`config.mk`:
```
export PLATFORM = sky130hd
export DESIGN_NAME = param_universal_shiftregister
export DESIGN_NICKNAME = d
export VERILOG_FILES = /design/src/rtl/shiftreg_pkg.sv /design/src/rtl/shiftreg_bit_counter.sv /design/src/rtl/param_universal_shiftregister.sv
export SDC_FILE = /design/constraint.sdc
export NUM_CORES = 1
export LEC_CHECK = 0
export BUFFER_PORTS_ARGS = -buffer_cell sky130_fd_sc_hd__buf_2
export CORE_MARGIN = 5
export CORE_UTILIZATION = 25
export CTS_CLUSTER_SIZE = 16
export DETAILED_ROUTE_END_ITERATION = 10
export GPL_TIMING_DRIVEN = 0
export HOLD_SLACK_MARGIN = 0.05
export PLACE_DENSITY = 0.48
export SLEW_MARGIN = 0
export SYNTH_ARGS = -nofsm -noshare
export SYNTH_HDL_FRONTEND = slang
export SYNTH_HIERARCHICAL = 1
export SYNTH_SLANG_ARGS = --single-unit
```
`constraint.sdc`:
```
create_clock -name clk -period 2.25 [get_ports clk]
set_input_delay 0.225 -clock clk [delete_from_list [all_inputs] [get_ports clk]]
set_output_delay 0.225 -clock clk [all_outputs]
set_load 0.005 [all_outputs]
```
`src/rtl/shiftreg_pkg.sv`:
```
// Shared definitions for the universal shift register family:
// operation codes and burst FSM states.
package shiftreg_pkg;

  localparam int MODE_W = 3;

  localparam logic [MODE_W-1:0] MODE_HOLD  = 3'b000;
  localparam logic [MODE_W-1:0] MODE_SHR   = 3'b001;
  localparam logic [MODE_W-1:0] MODE_SHL   = 3'b010;
  localparam logic [MODE_W-1:0] MODE_LOAD  = 3'b011;
  localparam logic [MODE_W-1:0] MODE_ROR   = 3'b100;
  localparam logic [MODE_W-1:0] MODE_ROL   = 3'b101;
  localparam logic [MODE_W-1:0] MODE_ASR   = 3'b110;
  localparam logic [MODE_W-1:0] MODE_BURST = 3'b111;

  typedef enum logic {
    ST_IDLE     = 1'b0,
    ST_SHIFTING = 1'b1
  } state_t;

endpackage

```
`src/rtl/shiftreg_bit_counter.sv`:
```
// Bit counter for serializers: synchronous clear, increment, and a
// terminal-count flag raised when the count reaches WIDTH-1.
module shiftreg_bit_counter #(
  parameter  int WIDTH = 8,
  localparam int CNT_W = $clog2(WIDTH)
) (
  input  logic clk,
  input  logic reset_n,
  input  logic i_clr,
  input  logic i_inc,
  output logic o_tc
);

  logic [CNT_W-1:0] r_count;

  always_ff @(posedge clk or negedge reset_n) begin
    if (!reset_n) begin
      r_count <= '0;
    end else if (i_clr) begin
      r_count <= '0;
    end else if (i_inc) begin
      r_count <= r_count + 1'b1;
    end
  end

  assign o_tc = (r_count == CNT_W'(WIDTH - 1));

endmodule

```
`src/rtl/param_universal_shiftregister.sv`:
```
// WIDTH-bit universal shift register with single-cycle shift/rotate/load
// modes and a ready/valid burst serializer.
module param_universal_shiftregister
  import shiftreg_pkg::*;
#(
  parameter int WIDTH = 8
) (
  input  logic              clk,
  input  logic              reset_n,
  input  logic              sync_reset,
  input  logic              en,
  input  logic [MODE_W-1:0] mode,
  input  logic [WIDTH-1:0]  load_data,
  input  logic              ser_in_left,
  input  logic              ser_in_right,
  input  logic              start,
  input  logic              burst_msb_first,
  input  logic              ser_ready,
  output logic [WIDTH-1:0]  q,
  output logic              ser_out,
  output logic              ser_valid,
  output logic              busy,
  output logic              done
);

  state_t           r_state, w_state_next;
  logic [WIDTH-1:0] r_q, w_q_next;
  logic             r_order, w_order_next;
  logic             r_done, w_done_next;
  logic             w_cnt_clr, w_cnt_inc, w_cnt_tc;

  shiftreg_bit_counter #(
    .WIDTH(WIDTH)
  ) u_bit_counter (
    .clk    (clk),
    .reset_n(reset_n),
    .i_clr  (w_cnt_clr),
    .i_inc  (w_cnt_inc),
    .o_tc   (w_cnt_tc)
  );

  always_ff @(posedge clk or negedge reset_n) begin
    if (!reset_n) begin
      r_state <= ST_IDLE;
      r_q     <= '0;
      r_order <= 1'b0;
      r_done  <= 1'b0;
    end else begin
      r_state <= w_state_next;
      r_q     <= w_q_next;
      r_order <= w_order_next;
      r_done  <= w_done_next;
    end
  end

  always_comb begin
    w_state_next = r_state;
    w_q_next     = r_q;
    w_order_next = r_order;
    w_done_next  = 1'b0;
    w_cnt_clr    = 1'b0;
    w_cnt_inc    = 1'b0;

    if (sync_reset) begin
      w_state_next = ST_IDLE;
      w_q_next     = '0;
      w_order_next = 1'b0;
      w_cnt_clr    = 1'b1;
    end else begin
      case (r_state)
        ST_SHIFTING: begin
          // Shift toward the emitted end so the next bit is always at q[0] or q[MSB].
          if (ser_ready) begin
            w_q_next  = r_order ? {r_q[WIDTH-2:0], 1'b0} : {1'b0, r_q[WIDTH-1:1]};
            w_cnt_inc = 1'b1;
            if (w_cnt_tc) begin
              w_state_next = ST_IDLE;
              w_done_next  = 1'b1;
              w_cnt_clr    = 1'b1;
            end
          end
        end
        default: begin
          if (mode == MODE_BURST && start) begin
            w_state_next = ST_SHIFTING;
            w_q_next     = load_data;
            w_order_next = burst_msb_first;
            w_cnt_clr    = 1'b1;
          end else if (en) begin
            case (mode)
              MODE_SHR:  w_q_next = {ser_in_left, r_q[WIDTH-1:1]};
              MODE_SHL:  w_q_next = {r_q[WIDTH-2:0], ser_in_right};
              MODE_LOAD: w_q_next = load_data;
              MODE_ROR:  w_q_next = {r_q[0], r_q[WIDTH-1:1]};
              MODE_ROL:  w_q_next = {r_q[WIDTH-2:0], r_q[WIDTH-1]};
              MODE_ASR:  w_q_next = {r_q[WIDTH-1], r_q[WIDTH-1:1]};
              default:   ;
            endcase
          end
        end
      endcase
    end
  end

  assign q         = r_q;
  assign busy      = (r_state == ST_SHIFTING);
  assign ser_valid = busy;
  assign ser_out   = busy ? (r_order ? r_q[WIDTH-1] : r_q[0]) : 1'b0;
  assign done      = r_done;

endmodule

```
## After elaboration in Yosys (flattened, before gate mapping)

Cells that the tools add are included.
W data, S select, Z words.

| storage, ports and cells | value |
|---|---|
| output and inout bits | 12 |
| flip-flop bits (word level) | 14 |
| input bits | 20 |
| logic and storage cells | 55 |

| operators by class | value |
|---|---|
| $add $sub $neg | 1 |
| equality and inequality tests | 11 |
| mux-type cells | 28 |
| reduce and logical (&&, ||, !) cells | 9 |

Operators by type and width:

| cell | number |
|---|---|
| $mux W8 | 6 |
| $pmux W8 S6 | 1 |
| $mux W1 | 19 |
| $eq A3 B3 Y1 const B | 5 |
| $reduce_bool A9 Y1 | 1 |
| $reduce_bool A8 Y1 | 1 |
| $eq A3 B2 Y1 const B | 2 |
| $mux W3 | 2 |
| $ne A4 B4 Y1 const B | 1 |
| $reduce_and A4 Y1 | 1 |
| $reduce_bool A2 Y1 | 2 |
| $reduce_bool A4 Y1 | 1 |
| $add A3 B1 Y3 const B | 1 |
| $eq A3 B1 Y1 const B | 1 |
| $ne A3 B3 Y1 const B | 1 |
| $reduce_and A3 Y1 | 1 |
| $ne A2 B2 Y1 const B | 1 |
| $reduce_and A2 Y1 | 1 |
| $logic_and A1 B1 Y1 | 1 |

## Longest topological paths before layout

Gate-level depths: netlist of run 1.

| logic depth | value |
|---|---|
| depth after elaboration | 6 |
| gate-level depth with buffers | 6 |
| depth with buffers taken out | 5 |

## Cells and area by module

The synthesis of run 1 kept the hierarchy.

By module, submodules not included:

| module | cells each | area each (µm²) | sequential area each (µm²) | instances |
|---|---|---|---|---|
| param_universal_shiftregister | 152 | 1224.9 | 275.3 | 1 |
| shiftreg_bit_counter | 11 | 140.1 | 75.1 | 1 |

## Worst setup path before layout of run 1

OpenSTA, ideal clock, no wires.

| path | value |
|---|---|
| kind | register -> register |
| start | reg r_state (netlist: busy) |
| end | reg u_bit_counter.r_count[1] |
| buffers on the path | 1 |
| period minus slack after synthesis | 1.512 ns |
| arrival time | 1.382 ns |
| setup time | 0.130 ns |
| setup slack | 0.738 ns |
| required time | 2.120 ns |
| stages on the path, launching flop included | 6 |
| cells stage by stage | dfrtp_1 > buf_2 > nor2b_1 > and2_1 > mux2i_1 > nor2_1 |

| between the ends | value |
|---|---|
| word-level cells in the longest chain between the ends | 3 |
| elaborated cells between the ends (all ways) | 6 |
| those cells by class | mux (5); reduce/logical (1) |

RTL lines:

| what | line | text |
|---|---|---|
| start: declaration | param_universal_shiftregister.sv:26 | `state_t r_state, w_state_next;` |
| start signal: assignment | param_universal_shiftregister.sv:49 | `r_state <= w_state_next;` |
| $mux W1 | param_universal_shiftregister.sv:70 | `case (r_state)` |
| $mux W1 | param_universal_shiftregister.sv:64 | `if (sync_reset) begin` |
| named net w_cnt_inc | param_universal_shiftregister.sv:30 | `logic w_cnt_clr, w_cnt_inc, w_cnt_tc;` |
| $reduce_bool A2 Y1 (no line) | - |  |
| end signal: assignment | shiftreg_bit_counter.sv:22 | `r_count <= r_count + 1'b1;` |
| end: declaration | shiftreg_bit_counter.sv:14 | `logic [CNT_W-1:0] r_count;` |

The timed path passes the listed nets, and every way through them passes these cells.
A chain may end at the register's enable or synchronous reset.

## Final worst setup path of run 1

| path | value |
|---|---|
| start | reg r_state (netlist: busy) |
| end | reg u_bit_counter.r_count[2] |

The elaborated chain is that of the path after synthesis.

==> flow_metrics.py, run 1 <==
metrics = {
    "detailed_routing": {
        "ant_nets": 0,
        "first_pass_iters": 4,
        "drt-initial-drc-count": 70,
        "drc": 0,
        "vias": 1414,
        "route.detailed.wl_per_inst_um": 16.2,
        "viasPerCell": 5.22,
        "wl_um": 4390,
    },
    "final_layout": {
        "drive_gt1_share_pct": 26.1,
        "area_delta_synth_final_pct": 22.7,
        "finalNetCount": 222,
        "num_antenna_cells": 0,
        "postLayoutCellArea_um2": 1680,
    },
    "clock_tree": {
        "path_clk_slew_ps": 60,
        "clockBufferDepth": 2,
        "post_cts_buffers": 0,
        "cts_root_buf": "clkbuf_8",
        "numCtsBuffers": 3,
        "cts_resized": 0,
        "worstSkewPairLatency_ps": 250,
        "htree_levels": 1,
        "cts_tree": "done",
        "clkSinkCount": 14,
    },
    "placement": {
        "dpl_cell_area_um2": 1610,
        "hpwl_um": 3320,
        "routabilityCongestion": 0.835,
        "port_buffers": 31,
    },
    "global_routing": {
        "grt_pass1_wl_um": 7180,
        "grt_usage_pct": 12.5,
        "grt_pass1_vias": 1439,
        "antenna_found_initial": 0,
        "grt_overflow": 0,
        "grt_max_degree": 15,
    },
    "floorplan": {
        "io_pins": 32,
        "die_height_um": 83.9,
        "start_util_pct": 25.3,
        "fp-row-count": 27,
        "core_um2": 5410,
        "die_w_um": 83.9,
        "die-area_um2": 7040,
    },
    "timing": {
        "relSlewSlack_pct": 52.8,
        "worstMarginPinSlew_ps": 702,
        "finalCritPeriodShare_pct": 79.5,
        "period_needed_ps": 1790,
        "finalClockSkew_ps": 2.09,
        "rsz0062_at_grt": "no",
        "final-hold-violation-count": 0,
        "fmax_mhz": 559,
        "final-setup-viol-count": 0,
        "maxSlewViolCount": 0,
        "tns_ps": 0,
    },
    "power": {
        "swShare_pct": 34.3,
        "pwr-share-comb_pct": 29.9,
        "p_int_uw": 549,
        "p_switching_uw": 286,
        "power.density_nw_per_um2": 499,
        "ir_drop_uv": 259,
        "p_leak_uw": 0.000697,
        "seqPwrFrac_pct": 40.4,
        "clockPowerShare_pct": 29.7,
    },
    "hold_path": {
        "hp-class": "in2reg",
    },
    "critical_path": {
        "arrival_ps": 1910,
        "critPathKind": "reg2reg",
        "critPathRequiredTime_ps": 2370,
        "end_kind": "flop",
        "cp_max_fo": 10,
        "worst_setup_path_start_kind": "flop",
    },
    "logic_synthesis": {
        "ys_async_sr_fraction_pct": 100,
        "synth_edf_count": 0,
        "syn_nets": 185,
        "syn-instance-count": 163,
        "ys_seq_area_share_pct": 25.7,
        "synth-seq-cells": 14,
        "syn_avg_cell_area_um2": 8.37,
        "synthFlopType": "dfrtp_1",
        "yosys.cell_types.count": 52,
        "synth_area_um2": 1370,
        "ys_warn_count": 6,
    },
    "run_status": {
        "status": "finished, final reports clean",
    },
    "job": {
        "drv_cap": 0,
    },
}
-- registers in the layout (all words and copies together), names as in the netlist --
signal,flops
u_bit_counter/r_count,3
r_order,1
q,8
done,1
busy,1
-- cell usage after synthesis (2+ instances only) --
| cell type | n | area (µm²) |
|---|---|---|
| a21oi_1 | 17 | 85.1 |
| dfrtp_1 | 14 | 350 |
| nand2b_1 | 10 | 62.6 |
| nor2_1 | 10 | 37.5 |
| o21ai_0 | 10 | 50.1 |
| a31oi_1 | 9 | 56.3 |
| mux2i_1 | 9 | 90.1 |
| nand3b_1 | 7 | 52.6 |
| buf_2 | 6 | 30.0 |
| nand2_1 | 6 | 22.5 |
| inv_1 | 4 | 15.0 |
| nor2b_1 | 4 | 25.0 |
| a21boi_0 | 3 | 22.5 |
| nand3_1 | 3 | 15.0 |
| o211ai_1 | 3 | 22.5 |
| a211o_1 | 2 | 17.5 |
| a221oi_1 | 2 | 17.5 |
| buf_4 | 2 | 15.0 |
| ha_1 | 2 | 25.0 |
| mux2_2 | 2 | 22.5 |
| nand4_1 | 2 | 12.5 |
| nor3_1 | 2 | 10.0 |
| nor4_1 | 2 | 12.5 |
| o2111ai_1 | 2 | 17.5 |
| o2bb2ai_1 | 2 | 17.5 |
| xnor2_1 | 2 | 17.5 |
-- path summary, 6_finish.rpt --
kind | cells past startpoint | slack, ps | from | end
setup reg to reg | 5 | 460 | busy | u_bit_counter/r_count[2]
max in group asynchronous | 2 | 1600 | reset_n | q[6]
min in group asynchronous | 2 | 400 | reset_n | done
setup / recovery | 5 | 460 | busy | u_bit_counter/r_count[2]
hold / removal | 3 | 210 | burst_msb_first | r_order
hold reg to reg | 2 | 530 | u_bit_counter/r_count[1] | u_bit_counter/r_count[1]
-- power groups by stage --
stage	clock, µW	sequential (µW)	combinational [µW]
after global routing	269	343	281
after global placement	0	341	250
after CTS	257	337	251
after detailed placement	0	341	249
final	248	337	250
after floorplan	0	319	155
-- final cells by class --
| cell class | instances | area, µm² |
|---|---|---|
| repair buffers | 32 | 165 |
| clock buffers | 4 | 55.1 |
| inverters | 4 | 15.0 |
| flip-flops and latches | 14 | 350 |
| plain buffers | 11 | 65.1 |
| fillers | 617 | 3730 |
| well taps | 72 | 90.1 |
| multi-input cells | 134 | 935 |
-- cells in the final DEF (no fill, tap or decap), drive strengths merged, types with 6 or more instances in the layout --
cell type / synthesis / final
buf: 9 / 40
a21oi: 17 / 17
dfrtp: 14 / 14
o21ai: 10 / 10
nor2: 10 / 10
nand2b: 10 / 10
mux2i: 9 / 9
a31oi: 9 / 9
nand3b: 8 / 8
nand2: 6 / 6
clkbuf: 2 / 6
-- metal layers --
| metal | up-vias | GRT usage (%) | wire length (µm) | share of wire (%) |
|---|---|---|---|---|
| met5 | - | 0 | 0 | 0 |
| met4 | 0 | 4.68 | 130 | 3.0 |
| met3 | 15 | 2.37 | 237 | 5.4 |
| met2 | 44 | 19.2 | 1920 | 44 |
| met1 | 653 | 17.4 | 2100 | 48 |
| li1 | 702 | - | - | - |
-- metrics by stage --
step	cells	hold WS, ps	worst slack (ps)	power [µW]	utilization, %
6_report	271	211	462	835	31.0
4_1_cts	271	205	467	845	31.0
5_1_grt	271	249	298	893	31.0
3_3_place_gp	266	144	488	591	29.8
2_1_floorplan	163	-70.6	738	474	-
3_5_place_dp	266	146	488	590	29.8
-- critical path, cell delays in order (launching register included) --
cell and delay [ps]:
dfrtp_1 440, buf_2 250, nor2b_1 410, and2_1 290, mux2i_1 200, nor2_1 50
-- cells by family after synthesis --
kind of cell               synth area share, %
AOI/OAI and AO/OA                         31.1
muxes                                     8.25
buffers and inverters                     5.86
and+or+nand+nor                           26.0
DFF                                       25.7
xor gates and xnor gates                  1.28
adders and majority gates                 1.83
-- repair_timing --
item,in CTS,in global routing
endpoints found under the setup margin,0,0
hold endpoints to repair,14,0
hold buffers,1,0
Note: power is estimated with default switching activity, not from simulation.
==> inputs of run 2 (changes only) <==
--- a/config.mk
+++ b/config.mk
@@ -12,7 +12,7 @@
 export DETAILED_ROUTE_END_ITERATION = 10
 export GPL_TIMING_DRIVEN = 0
 export HOLD_SLACK_MARGIN = 0.05
-export PLACE_DENSITY = 0.48
+export PLACE_DENSITY = 0.5
 export SLEW_MARGIN = 0
 export SYNTH_ARGS = -nofsm -noshare
 export SYNTH_HDL_FRONTEND = slang
==> constraint.sdc (replaced) <==
create_clock -name clk -period 1.6 [get_ports clk]
set_input_delay 0.16 -clock clk [delete_from_list [all_inputs] [get_ports clk]]
set_output_delay 0.16 -clock clk [all_outputs]
set_load 0.005 [all_outputs]
==> flow_metrics.py, run 2 (synthesis gave the netlist of run 1 again) <==
metrics = {
    "critical_path": {
        "r2r_slack_ps": 80,
        "end_kind": "flop",
        "arrival_ps": 1680,
        "reg2reg_from": "busy",
        "crit_chain": "clkbuf_4 -> o31ai_4 -> buf_4 -> a21oi_1 -> a31oi_1",
        "worst_setup_path_start_kind": "flop",
        "critPathRequiredTime_ps": 1770,
        "cp_slowest_cell": "dfrtp_2",
        "critPathKind": "reg2reg",
        "cp_slowest_stage_delay_ps": 460,
        "cp_max_fo": 10,
        "r2r_end": "q[5]",
        "ff2ff_path_depth": 5,
        "crit_path_start": "busy",
    },
    "detailed_routing": {
        "wl_um": 4340,
        "vias": 1420,
        "drt-initial-drc-count": 165,
        "ant_nets": 0,
        "viasPerCell": 5.22,
        "first_pass_iters": 4,
        "route.detailed.wl_per_inst_um": 16.0,
        "drc": 0,
    },
    "timing": {
        "finalClockSkew_ps": 4.08,
        "rsz0062_at_grt": "no",
        "final-setup-viol-count": 0,
        "maxSlewViolCount": 0,
        "finalCritPeriodShare_pct": 94.8,
        "final-hold-violation-count": 0,
        "period_needed_ps": 1520,
        "worstMarginPinSlew_ps": 426,
        "fmax_mhz": 659,
        "tns_ps": 0,
        "relSlewSlack_pct": 71.6,
        "setup_ws_ps": 82.5,
    },
    "power": {
        "ir_drop_uv": 442,
        "p_leak_uw": 0.000704,
        "finalPower_uw": 1190,
        "power.density_nw_per_um2": 693,
    },
    "clock_tree": {
        "cts_root_buf": "clkbuf_8",
        "path_clk_slew_ps": 60,
        "clkSinkCount": 14,
        "htree_levels": 1,
        "numCtsBuffers": 3,
        "clockBufferDepth": 2,
        "worstSkewPairLatency_ps": 250,
        "cts_tree": "done",
    },
    "hold_path": {
        "min_to": "r_order",
        "hp-class": "in2reg",
        "hold_path_depth": 3,
        "min_from": "burst_msb_first",
    },
    "floorplan": {
        "fp-row-count": 27,
        "core_um2": 5410,
        "io_pins": 32,
        "die_w_um": 83.9,
        "die-area_um2": 7040,
        "start_util_pct": 25.3,
        "die_height_um": 83.9,
    },
    "global_routing": {
        "grt_usage_pct": 12.3,
        "grt_pass1_wl_um": 7110,
        "grt_pass1_vias": 1377,
        "grt_overflow": 0,
        "antenna_found_initial": 0,
        "grt_max_degree": 15,
    },
    "run_status": {
        "status": "finished, final reports clean",
    },
    "final_layout": {
        "drive_gt1_share_pct": 30.0,
        "finalNetCount": 223,
        "register_area_um2": 352,
        "final_cell_mix": "36 x buf_2, 17 x a21oi_1, 13 x dfrtp_1",
        "area_delta_synth_final_pct": 25.4,
        "multi_input_area_um2": 960,
        "final_common_cell": "buf_2",
        "num_antenna_cells": 0,
        "fin_cells": 272,
        "nFillCells": 614,
        "largest_register_ffs": 8,
        "postLayoutCellArea_um2": 1710,
    },
    "placement": {
        "placedCellCount": 266,
        "port_buffers": 31,
        "hpwl_um": 3300,
        "routabilityCongestion": 0.816,
        "dpl_cell_area_um2": 1610,
        "pre_cts_slack_ps": -173,
    },
    "job": {
        "drv_cap": 0,
    },
}
run 2: changes by cell type in the layout (fill, tap and decap cells not counted), sizes merged:
cell    change
clkbuf      +1
run 2: critical path, delay by kind of cell, from the launching register on:
| kind | cells | cell delay [ps] |
|---|---|---|
| buffers and inverters | 2 | 420 |
| DFF | 1 | 460 |
| AOI/OAI and AO/OA | 3 | 560 |
run 2: worst max-delay path by stage:
| stage | end | slack [ps] | cells past startpoint |
|---|---|---|---|
| after floorplan | u_bit_counter/r_count[1] | 90 | 5 |
| after global placement | u_bit_counter/r_count[2] | -160 | 5 |
| after detailed placement | u_bit_counter/r_count[2] | -170 | 5 |
| after CTS | q[6] | -10 | 4 |
| after global routing | u_bit_counter/r_count[2] | 20 | 5 |
| final | q[5] | 80 | 5 |
run 2: layout make-up:
cell class | count | area share (%)
multi-input cells | 134 | 56.1
flip-flops and latches | 14 | 20.5
repair buffers | 33 | 10.1
well taps | 72 | 5.26
plain buffers | 11 | 3.95
clock buffers | 4 | 3.22
inverters | 4 | 0.877
run 2: report_power, final:
part	total, µW	leakage, µW	switching [µW]	internal, µW
clock	354	0.0000288	136	218
combinational	359	0.000492	189	170
sequential	474	0.000183	85.1	389
total	1190	0.000704	410	777
run 2: metal layers:
metal  global-route usage (%)  vias up  wire length (µm)
met4                     1.32        0                15
met3                     2.67        2               213
met2                     19.1       34              1990
met1                     17.9      677              2120
li1                         -      707                 -
met5                        0        -                 0
run 2: repair_timing:
action	CTS	global route
resized for setup	4	5
hold buffers	1	0
pin swaps	1	1
buffers inserted	0	1
hold endpoints to repair	14	0
endpoints found under the setup margin	7	11
run 2: per-stage QoR:
stage / utilization, % / hold WS (ps)
after floorplan: - / -136
after global placement: 29.8 / 77.0
after detailed placement: 29.8 / 77.7
after CTS: 31.3 / 140
after global routing: 31.7 / 172
final: 31.7 / 139
==> inputs of run 3 (changes only) <==
--- a/config.mk
+++ b/config.mk
@@ -6,13 +6,15 @@
 export NUM_CORES = 1
 export LEC_CHECK = 0
 export BUFFER_PORTS_ARGS = -buffer_cell sky130_fd_sc_hd__buf_2
+export CAP_MARGIN = 10
 export CORE_MARGIN = 5
 export CORE_UTILIZATION = 25
 export CTS_CLUSTER_SIZE = 16
 export DETAILED_ROUTE_END_ITERATION = 10
 export GPL_TIMING_DRIVEN = 0
 export HOLD_SLACK_MARGIN = 0.05
-export PLACE_DENSITY = 0.5
+export PLACE_DENSITY = 0.53
+export RECOVER_POWER = 100
 export SLEW_MARGIN = 0
 export SYNTH_ARGS = -nofsm -noshare
 export SYNTH_HDL_FRONTEND = slang
==> flow_metrics.py, run 3 (synthesis gave the netlist of run 1 again) <==
metrics = {
    "hold_path": {
        "hp-class": "in2reg",
    },
    "critical_path": {
        "critPathRequiredTime_ps": 1750,
        "worst_setup_path_start_kind": "flop",
        "end_kind": "flop",
        "critPathKind": "reg2reg",
        "cp_max_fo": 10,
        "r2r_slack_ps": 90,
        "arrival_ps": 1660,
    },
    "clock_tree": {
        "cts_tree": "done",
        "worstSkewPairLatency_ps": 240,
        "cts_root_buf": "clkbuf_8",
        "clockBufferDepth": 2,
        "numCtsBuffers": 3,
        "clkSinkCount": 14,
        "path_clk_slew_ps": 60,
        "htree_levels": 1,
    },
    "timing": {
        "whs_ps": 155,
        "worstMarginPinSlew_ps": 796,
        "relSlewSlack_pct": 46.9,
        "final-hold-violation-count": 0,
        "finalCritPeriodShare_pct": 94.2,
        "finalClockSkew_ps": 3.69,
        "maxSlewViolCount": 0,
        "final-setup-viol-count": 0,
        "rsz0062_at_grt": "yes",
        "fmax_mhz": 663,
        "period_needed_ps": 1510,
    },
    "detailed_routing": {
        "first_pass_iters": 4,
        "drc": 0,
        "route.detailed.wl_per_inst_um": 16.4,
        "vias": 1449,
        "ant_nets": 0,
        "drt-initial-drc-count": 117,
        "wl_um": 4440,
        "viasPerCell": 5.35,
    },
    "final_layout": {
        "final_cell_mix": "35 x buf_2, 17 x a21oi_1, 13 x dfrtp_1",
        "postLayoutCellArea_um2": 1710,
        "num_antenna_cells": 0,
        "fin_cells": 271,
        "area_delta_synth_final_pct": 25.2,
        "largest_register_ffs": 8,
        "final_common_cell": "buf_2",
        "nFillCells": 622,
        "drive_gt1_share_pct": 29.1,
        "finalNetCount": 223,
    },
    "run_status": {
        "status": "finished, final reports clean",
    },
    "global_routing": {
        "grt_pass1_vias": 1330,
        "grt_overflow": 0,
        "antenna_found_initial": 0,
        "grt_max_degree": 15,
        "grt_pass1_wl_um": 7130,
        "grt_usage_pct": 12.3,
    },
    "power": {
        "p_leak_uw": 0.000700,
        "finalPower_uw": 1130,
        "ir_drop_uv": 268,
        "power.density_nw_per_um2": 662,
    },
    "floorplan": {
        "fp-row-count": 27,
        "start_util_pct": 25.3,
        "core_um2": 5410,
        "io_pins": 32,
        "die_w_um": 83.9,
        "die-area_um2": 7040,
        "die_height_um": 83.9,
    },
    "placement": {
        "hpwl_um": 3310,
        "port_buffers": 31,
        "placedCellCount": 266,
        "dpl_cell_area_um2": 1610,
        "routabilityCongestion": 0.845,
    },
    "job": {
        "drv_cap": 0,
    },
}
==> run 3: final cells by class <==
cell class | count | area (µm²) | area share [%]
multi-input combinational | 134 | 960 | 56.1
sequential | 14 | 352 | 20.6
timing repair buffer | 33 | 184 | 10.8
tap | 72 | 90.1 | 5.27
buffer | 11 | 67.6 | 3.95
clock buffer | 3 | 41.3 | 2.42
inverter | 4 | 15.0 | 0.878
==> run 3: report_power, final <==
group	total, µW	switching, µW	internal (µW)
sequential	475	86.2	389
combinational	365	192	173
clock	291	124	166
total	1130	403	728
==> run 3: worst max-delay path, stage by stage, from the launching register on <==
cell	delay (ps)
dfrtp_2	450
clkbuf_4	210
o31ai_4	300
buf_12	160
o2111ai_1	90
o211ai_1	200
==> run 3: stage by stage <==
step	TNS, ps	setup WS [ps]	util, %
2_1_floorplan	0	88.0	-
3_3_place_gp	-422	-165	29.8
3_5_place_dp	-505	-189	29.8
4_1_cts	0	2.19	31.0
5_1_grt	-61.3	-34.5	31.6
6_report	0	92.2	31.6
==> run 3: metal layers <==
layer  vias up  GRT usage [%]  part of all wire, %
li1        705              -                    -
met4         0           1.46                 0.32
met1       693           17.9                   50
met3         2           3.16                  5.5
met5         -              0                    0
met2        49           18.7                   44
==> run 3: what timing repair did <==
action | 4_1_cts | 5_1_grt
buffers inserted | 0 | 1
hold buffers | 1 | 0
setup endpoints to repair | 4 | 11
hold endpoints to repair | 14 | 0
pin swaps | 1 | 1
gates cloned | 0 | 0
gates resized for setup | 3 | 6
==> run 3: path summary, 6_finish.rpt <==
path,from,to,depth (start not counted)
max in group asynchronous,reset_n,busy,2
hold / removal,burst_msb_first,r_order,3
setup reg to reg,busy,q[3],5
setup / recovery,busy,q[3],5
min in group asynchronous,reset_n,q[3],2
hold reg to reg,u_bit_counter/r_count[1],u_bit_counter/r_count[1],2
